File: config.mk
export PLATFORM = sky130hd
export DESIGN_NAME = mac_result_drain_flat
export DESIGN_NICKNAME = d
export VERILOG_FILES = /design/src/rtl/mac_result_drain_if.sv /design/src/rtl/mac_result_drain.sv /design/src/flat_wrapper.sv
export SDC_FILE = /design/constraint.sdc
export NUM_CORES = 2
export LEC_CHECK = 0
export CORE_MARGIN = 2
export CORE_UTILIZATION = 38
export DETAILED_ROUTE_END_ITERATION = 12
export DONT_BUFFER_PORTS = 1
export HOLD_SLACK_MARGIN = 0.05
export PLACE_DENSITY_LB_ADDON = 0.3
export SYNTH_ARGS = -nofsm -noshare
export SYNTH_HDL_FRONTEND = slang
export SYNTH_SLANG_ARGS = --single-unit
export TNS_END_PERCENT = 10
File: constraint.sdc
create_clock -name Clk -period 23.3 [get_ports Clk]
set_clock_uncertainty 0.15 [all_clocks]
set_input_delay 3.495 -clock Clk [delete_from_list [all_inputs] [get_ports Clk]]
set_output_delay 3.495 -clock Clk [all_outputs]
set_load 0.01 [all_outputs]
File: src/rtl/mac_result_drain_if.sv
// Handshake bundle between the MAC grid controller, the result drain and its consumer.
// The drain itself connects through the slave modport.
interface mac_result_drain_if #(
  parameter int COLS  = 16,
  parameter int ACC_W = 17,
  parameter int OUT_W = 8
);
  localparam int IDX_W = $clog2(COLS);

  logic                  capture;
  logic [COLS*ACC_W-1:0] acc_in;
  logic [COLS-1:0]       col_mask;
  logic [4:0]            shift;
  logic [OUT_W-1:0]      out_data;
  logic [IDX_W-1:0]      out_col;
  logic                  out_last;
  logic                  out_valid;
  logic                  out_ready;
  logic                  cap_ready;
  logic                  drop_err;

  modport master (
    output capture, acc_in, col_mask, shift, out_ready,
    input  out_data, out_col, out_last, out_valid, cap_ready, drop_err
  );

  modport slave (
    input  capture, acc_in, col_mask, shift, out_ready,
    output out_data, out_col, out_last, out_valid, cap_ready, drop_err
  );
endinterface

File: src/rtl/mac_result_drain.sv
// Ping-pong snapshot of the MAC column accumulators, requantised to OUT_W bits and streamed one column per beat.
// Define MAC_DRAIN_RELU_EN to clamp negative results to zero after saturation.
module mac_result_drain #(
  parameter int COLS  = 16,
  parameter int ACC_W = 17,
  parameter int OUT_W = 8
) (
  input logic               Clk,
  input logic               reset,
  mac_result_drain_if.slave bus
);
  localparam int IDX_W = $clog2(COLS);
  localparam logic signed [ACC_W:0] SAT_HI = (ACC_W+1)'(2**(OUT_W-1) - 1);
  localparam logic signed [ACC_W:0] SAT_LO = (ACC_W+1)'(-(2**(OUT_W-1)));

  typedef enum logic {IDLE, PRESENT} state_t;

  state_t                  state;
  logic signed [ACC_W-1:0] bank_acc   [2][COLS];
  logic [COLS-1:0]         bank_mask  [2];
  logic [4:0]              bank_shift [2];
  logic [1:0]              bank_full;
  logic                    wr_ptr;
  logic                    rd_ptr;

  logic [OUT_W-1:0] out_data_r;
  logic [IDX_W-1:0] out_col_r;
  logic             out_last_r;
  logic             out_valid_r;
  logic             cap_ready_r;
  logic             drop_err_r;

  logic             hs;
  logic             load;
  logic             finish;
  logic             other_ptr;
  logic             sel_bank;
  logic [COLS-1:0]  cur_rem;
  logic [COLS-1:0]  sel_mask;
  logic [IDX_W-1:0] pick;
  logic [OUT_W-1:0] pick_data;
  logic             pick_last;
  logic             cap_take;
  logic             cap_drop;
  logic [1:0]       full_next;

  function automatic logic [IDX_W-1:0] lowest_set(input logic [COLS-1:0] m);
    lowest_set = '0;
    for (int k = COLS - 1; k >= 0; k--) begin
      if (m[k]) lowest_set = IDX_W'(k);
    end
  endfunction

  // Round half up, arithmetic shift, then saturate; the extra bit keeps the rounding add from overflowing.
  function automatic logic [OUT_W-1:0] requant(input logic signed [ACC_W-1:0] acc, input logic [4:0] sh);
    logic signed [ACC_W:0] ext;
    logic signed [ACC_W:0] rounded;
    logic signed [ACC_W:0] shifted;
    logic [OUT_W-1:0]      res;
    ext     = {acc[ACC_W-1], acc};
    rounded = (sh != 5'd0) ? ext + ((ACC_W+1)'(1) << (sh - 5'd1)) : ext;
    shifted = rounded >>> sh;
    if (shifted > SAT_HI)      res = SAT_HI[OUT_W-1:0];
    else if (shifted < SAT_LO) res = SAT_LO[OUT_W-1:0];
    else                       res = shifted[OUT_W-1:0];
`ifdef MAC_DRAIN_RELU_EN
    if (res[OUT_W-1]) res = '0;
`endif
    return res;
  endfunction

  always_comb begin
    hs        = (state == PRESENT) && out_valid_r && bus.out_ready;
    other_ptr = ~rd_ptr;
    cur_rem   = bank_mask[rd_ptr] & ~(COLS'(1) << out_col_r);
    load      = 1'b0;
    finish    = 1'b0;
    sel_bank  = rd_ptr;
    sel_mask  = bank_mask[rd_ptr];
    if (state == IDLE) begin
      load = bank_full[rd_ptr];
    end else if (hs) begin
      if (cur_rem != '0) begin
        load     = 1'b1;
        sel_mask = cur_rem;
      end else begin
        // Bank exhausted: hand over straight to the other bank if it was already waiting.
        finish   = 1'b1;
        sel_bank = other_ptr;
        sel_mask = bank_mask[other_ptr];
        load     = bank_full[other_ptr];
      end
    end
    pick      = lowest_set(sel_mask);
    pick_data = requant(bank_acc[sel_bank][pick], bank_shift[sel_bank]);
    pick_last = (sel_mask & ~(COLS'(1) << pick)) == '0;

    cap_take  = bus.capture && (bus.col_mask != '0) && !(&bank_full);
    cap_drop  = bus.capture && (bus.col_mask != '0) && (&bank_full);
    full_next = bank_full;
    if (finish)   full_next[rd_ptr] = 1'b0;
    if (cap_take) full_next[wr_ptr] = 1'b1;
  end

  always_ff @(posedge Clk or posedge reset) begin
    if (reset) begin
      state       <= IDLE;
      wr_ptr      <= 1'b0;
      rd_ptr      <= 1'b0;
      bank_full   <= '0;
      out_data_r  <= '0;
      out_col_r   <= '0;
      out_last_r  <= 1'b0;
      out_valid_r <= 1'b0;
      cap_ready_r <= 1'b1;
      drop_err_r  <= 1'b0;
      for (int b = 0; b < 2; b++) begin
        bank_mask[b]  <= '0;
        bank_shift[b] <= '0;
        for (int k = 0; k < COLS; k++) bank_acc[b][k] <= '0;
      end
    end else begin
      bank_full   <= full_next;
      cap_ready_r <= !(&full_next);
      if (cap_drop) drop_err_r <= 1'b1;
      if (hs)       bank_mask[rd_ptr] <= cur_rem;
      if (finish)   rd_ptr <= other_ptr;
      if (cap_take) begin
        for (int k = 0; k < COLS; k++) bank_acc[wr_ptr][k] <= bus.acc_in[k*ACC_W +: ACC_W];
        bank_mask[wr_ptr]  <= bus.col_mask;
        bank_shift[wr_ptr] <= (bus.shift > 5'd16) ? 5'd16 : bus.shift;
        wr_ptr             <= ~wr_ptr;
      end
      if (load) begin
        state       <= PRESENT;
        out_valid_r <= 1'b1;
        out_data_r  <= pick_data;
        out_col_r   <= pick;
        out_last_r  <= pick_last;
      end else if (finish) begin
        state       <= IDLE;
        out_valid_r <= 1'b0;
      end
    end
  end

  assign bus.out_data  = out_data_r;
  assign bus.out_col   = out_col_r;
  assign bus.out_last  = out_last_r;
  assign bus.out_valid = out_valid_r;
  assign bus.cap_ready = cap_ready_r;
  assign bus.drop_err  = drop_err_r;
endmodule
File: src/flat_wrapper.sv
// flat-port wrapper written by rule: the top's interface ports become plain ports
module mac_result_drain_flat 
#(
  parameter int COLS  = 16,
  parameter int ACC_W = 17,
  parameter int OUT_W = 8
)
  (Clk, reset, bus_capture, bus_acc_in, bus_col_mask, bus_shift, bus_out_ready, bus_out_data, bus_out_col, bus_out_last, bus_out_valid, bus_cap_ready, bus_drop_err);
  mac_result_drain_if #(.COLS(COLS), .ACC_W(ACC_W), .OUT_W(OUT_W)) bus_i ();
  input logic Clk;
  input logic reset;
  input wire logic [$bits(bus_i.capture)-1:0] bus_capture;
  input wire logic [$bits(bus_i.acc_in)-1:0] bus_acc_in;
  input wire logic [$bits(bus_i.col_mask)-1:0] bus_col_mask;
  input wire logic [$bits(bus_i.shift)-1:0] bus_shift;
  input wire logic [$bits(bus_i.out_ready)-1:0] bus_out_ready;
  output wire logic [$bits(bus_i.out_data)-1:0] bus_out_data;
  output wire logic [$bits(bus_i.out_col)-1:0] bus_out_col;
  output wire logic [$bits(bus_i.out_last)-1:0] bus_out_last;
  output wire logic [$bits(bus_i.out_valid)-1:0] bus_out_valid;
  output wire logic [$bits(bus_i.cap_ready)-1:0] bus_cap_ready;
  output wire logic [$bits(bus_i.drop_err)-1:0] bus_drop_err;
  assign bus_i.capture = bus_capture;
  assign bus_i.acc_in = bus_acc_in;
  assign bus_i.col_mask = bus_col_mask;
  assign bus_i.shift = bus_shift;
  assign bus_i.out_ready = bus_out_ready;
  assign bus_out_data = bus_i.out_data;
  assign bus_out_col = bus_i.out_col;
  assign bus_out_last = bus_i.out_last;
  assign bus_out_valid = bus_i.out_valid;
  assign bus_cap_ready = bus_i.cap_ready;
  assign bus_drop_err = bus_i.drop_err;
  mac_result_drain #(.COLS(COLS), .ACC_W(ACC_W), .OUT_W(OUT_W)) u_core (.Clk(Clk), .reset(reset), .bus(bus_i));
endmodule
==> impl_metrics.py <==
metrics = {
    "global_route": {
        "grt.total_usage": 0.2679,
        "grt_max_degree": 196,
        "grt_first_pass_wirelength_mm": 173.3,
        "first_global_vias": 26340,
        "grt_antenna_before_repair": 3,
        "grt_overflow": 0,
    },
    "worst_hold_path": {
        "hp-start": "u_core.bank_acc[117]",
        "hold_path.class": "register to register",
    },
    "timing": {
        "period_share": 0.5664,
        "tightest_slew_ns": 1.157,
        "slew-limit-headroom": 0.2289,
        "drv_slew": 0,
        "finalHoldViolCount": 0,
        "fin_tns_setup_ns": 0,
        "setup_viol": 0,
        "period_minus_slack_ns": 13.20,
        "fmax_mhz": 75.78,
        "fin_hold_ws_ns": 0.3188,
        "rsz0062_at_grt": "no",
    },
    "synthesis": {
        "ys_warn_count": 0,
        "synthesis.nets": 4253,
        "yosysTopAreaCellShare": 0.4798,
        "netlist_area_sq_mm": 0.03155,
        "yosys_register_bits": 606,
        "synth_ff_type": "dfrtp_1",
        "yosysSeqAreaShare": 0.4807,
        "postSynthCellCount": 3938,
        "postSynth.asyncResetShare": 1.000,
        "synth_edf_count": 0,
        "yosys-top-cells-area": "dfrtp_1 48%, nand2_1 24%, mux2i_1 4.8%, o21ai_0 2.3%, clkbuf_1 2.0%",
        "synth.largest_area_cell": "dfrtp_1",
        "ys_types": 106,
        "avgSynthCellArea_sq_um": 8.012,
    },
    "drt": {
        "drc_errors": 0,
        "drt-vias-per-instance": 5.611,
        "route.vias.total": 27650,
        "antenna_left": 0,
        "routed_wirelength_mm": 116.0,
        "detail_route.wl_per_cell_um": 23.55,
        "dr.pass1.iters": 6,
        "first_iter_violations": 2866,
    },
    "critical_path": {
        "crit_fanout": 38,
        "required_ns": 23.69,
        "cp_top_family": "compound AO/OA/AOI/OAI gates",
        "slowest_stage": "nand4_1",
        "start_kind": "input pin",
        "worstSetupStartpoint": "bus_out_ready",
        "r2r_start": "u_core.bus.out_col[3]",
        "path_buf_inv": 3,
        "criticalPathCategory": "input pin to register",
        "slowest_delay_ns": 0.84,
        "cpMostUsedCell": "a21o_1",
        "crit_arrival_ns": 13.59,
        "endpoint_kind": "register",
    },
    "die": {
        "die_x_um": 292.2,
        "initial_core_util": 0.3843,
        "ios": 313,
        "rows": 105,
        "die_h_um": 292.2,
        "dieArea_sq_mm": 0.08535,
        "coreArea_sq_mm": 0.08211,
    },
    "run": {
        "max_cap_violations": 0,
    },
    "clocking": {
        "cts_buffer_depth": 3,
        "cts_max_level": 3,
        "cts.sinks": 606,
        "cts_setup_buffers": 0,
        "clkTransAtPathRegs_ns": 0.06,
        "cts-root-buf": "clkbuf_16",
        "cts_hold_buf": 0,
        "cts_resized": 0,
        "cts_tree": "yes",
        "cts_buffers": 70,
        "clock_latency_ns": 0.62,
    },
    "placed_design": {
        "hpwl_mm": 78.60,
        "port_buffers": 0,
        "place_congestion": 0.9453,
    },
    "final_layout": {
        "drive_above_1_share": 0.06195,
        "syn_to_final_growth_pct": 9.585,
        "antennaDiodeCount": 0,
        "final_nets": 4122,
    },
    "status": {
        "status": "finished clean",
    },
}
cell usage in the layout, fill, tap and decap left out, drive strengths merged, types with 14 or more instances in the layout:
cell	synthesis	routed
a211oi	25	25
nor2	89	89
mux4	14	14
mux2i	151	151
inv	21	25
nor3	44	44
dfrtp	605	605
o221ai	15	15
clkbuf	164	107
a21oi	92	92
a221oi	15	15
nand3	86	86
o211ai	16	16
nand4	17	17
a31oi	27	27
and2	16	16
nand2	1990	1990
ha	17	17
a21o	19	19
buf	89	50
o22ai	28	28
nor4	18	18
mux2	19	19
o21ai	156	156
state kept, by name (all words and copies together) (netlist names):
name                  flops
u_core.bank_mask         32
u_core.wr_ptr             1
u_core.bank_full          2
u_core.bank_shift        10
u_core.bus.out_data       8
u_core.rd_ptr             1
u_core.bank_acc         544
u_core.bus.out_col        4
u_core.bus.out_valid      1
u_core.bus.cap_ready      1
u_core.bus.out_last       1
u_core.bus.drop_err       1
path summary, 6_finish.rpt:
kind / end / cells after the start / slack, ns
worst min register to register: u_core.bank_acc[117] / 2 / 0.32
worst min-delay path: u_core.bank_acc[117] / 2 / 0.32
worst max register to register: u_core.bus.out_data[3] / 34 / 11.30
worst max-delay path: u_core.bus.out_data[3] / 32 / 10.10
min in group asynchronous: u_core.bank_mask[8] / 1 / 2.68
max in group asynchronous: u_core.bank_acc[339] / 4 / 17.35
cell families (layout without fill, tap and decap cells):
group,Yosys count,count (layout),share of synthesized area
and+or+nand+nor,2321,2321,0.2948
DFF,606,606,0.4807
AOI/OAI and AO/OA,518,518,0.1109
buffers and inverters,274,194,0.03660
muxes,184,184,0.06468
adders and majority gates,18,18,0.007376
xor gates and xnor gates,17,17,0.004957
final cells by class:
cell class	count	area, sq um
inverter	21	93.84
clock inverter	16	158.9
multi-input combinational	3058	15310
timing repair buffer	50	425.4
tap	1070	1339
fill	8198	47530
clock buffer	107	2085
sequential	606	15170
cell usage after synthesis (10+ instances only):
library cell,count
a211oi_1,24
a21o_1,19
a21oi_1,92
a221o_1,11
a221oi_1,14
a311oi_1,11
a31oi_1,26
and2_1,14
and3_1,13
buf_1,29
buf_2,47
clkbuf_1,164
dfrtp_1,605
ha_1,17
inv_1,20
mux2_2,16
mux2i_1,151
mux4_2,14
nand2_1,1987
nand3_1,86
nand4_1,17
nor2_1,85
nor3_1,41
nor4_1,16
o211ai_1,14
o21a_1,10
o21ai_0,144
o221ai_1,15
o22ai_1,26
xnor2_1,11
metrics by stage:
| stage | util | cells | cell area, sq um | setup slack [ns] |
|---|---|---|---|---|
| floorplan | - | 3938 | 31550 | 2.692 |
| global placement | 0.3938 | 4805 | 32330 | 9.849 |
| detailed placement | 0.3938 | 4805 | 32330 | 9.783 |
| CTS | 0.4211 | 4928 | 34580 | 10.38 |
| global route | 0.4211 | 4928 | 34580 | 9.497 |
| finish | 0.4211 | 4928 | 34580 | 10.10 |
metal layers:
layer  vias up  track usage  part of all wire
met5         -            0           0.00024
met4         4      0.09115             0.035
met3       203      0.09134              0.10
met2      1110       0.4088              0.45
met1     13560       0.3551              0.41
li1      12770            -                 -
worst reg2reg max path: cells and delay by family (launching register included):
family,cells,cell delay (ns)
compound gates,21,5.94
xor+xnor,1,0.73
buf+inv,3,1.17
simple gates,8,2.68
fa+ha+maj,1,0.33
flops,1,0.95
Power is left out: the tool's default activity adds up to more than one toggle a clock period on the data nets, which glitch-free logic cannot reach.
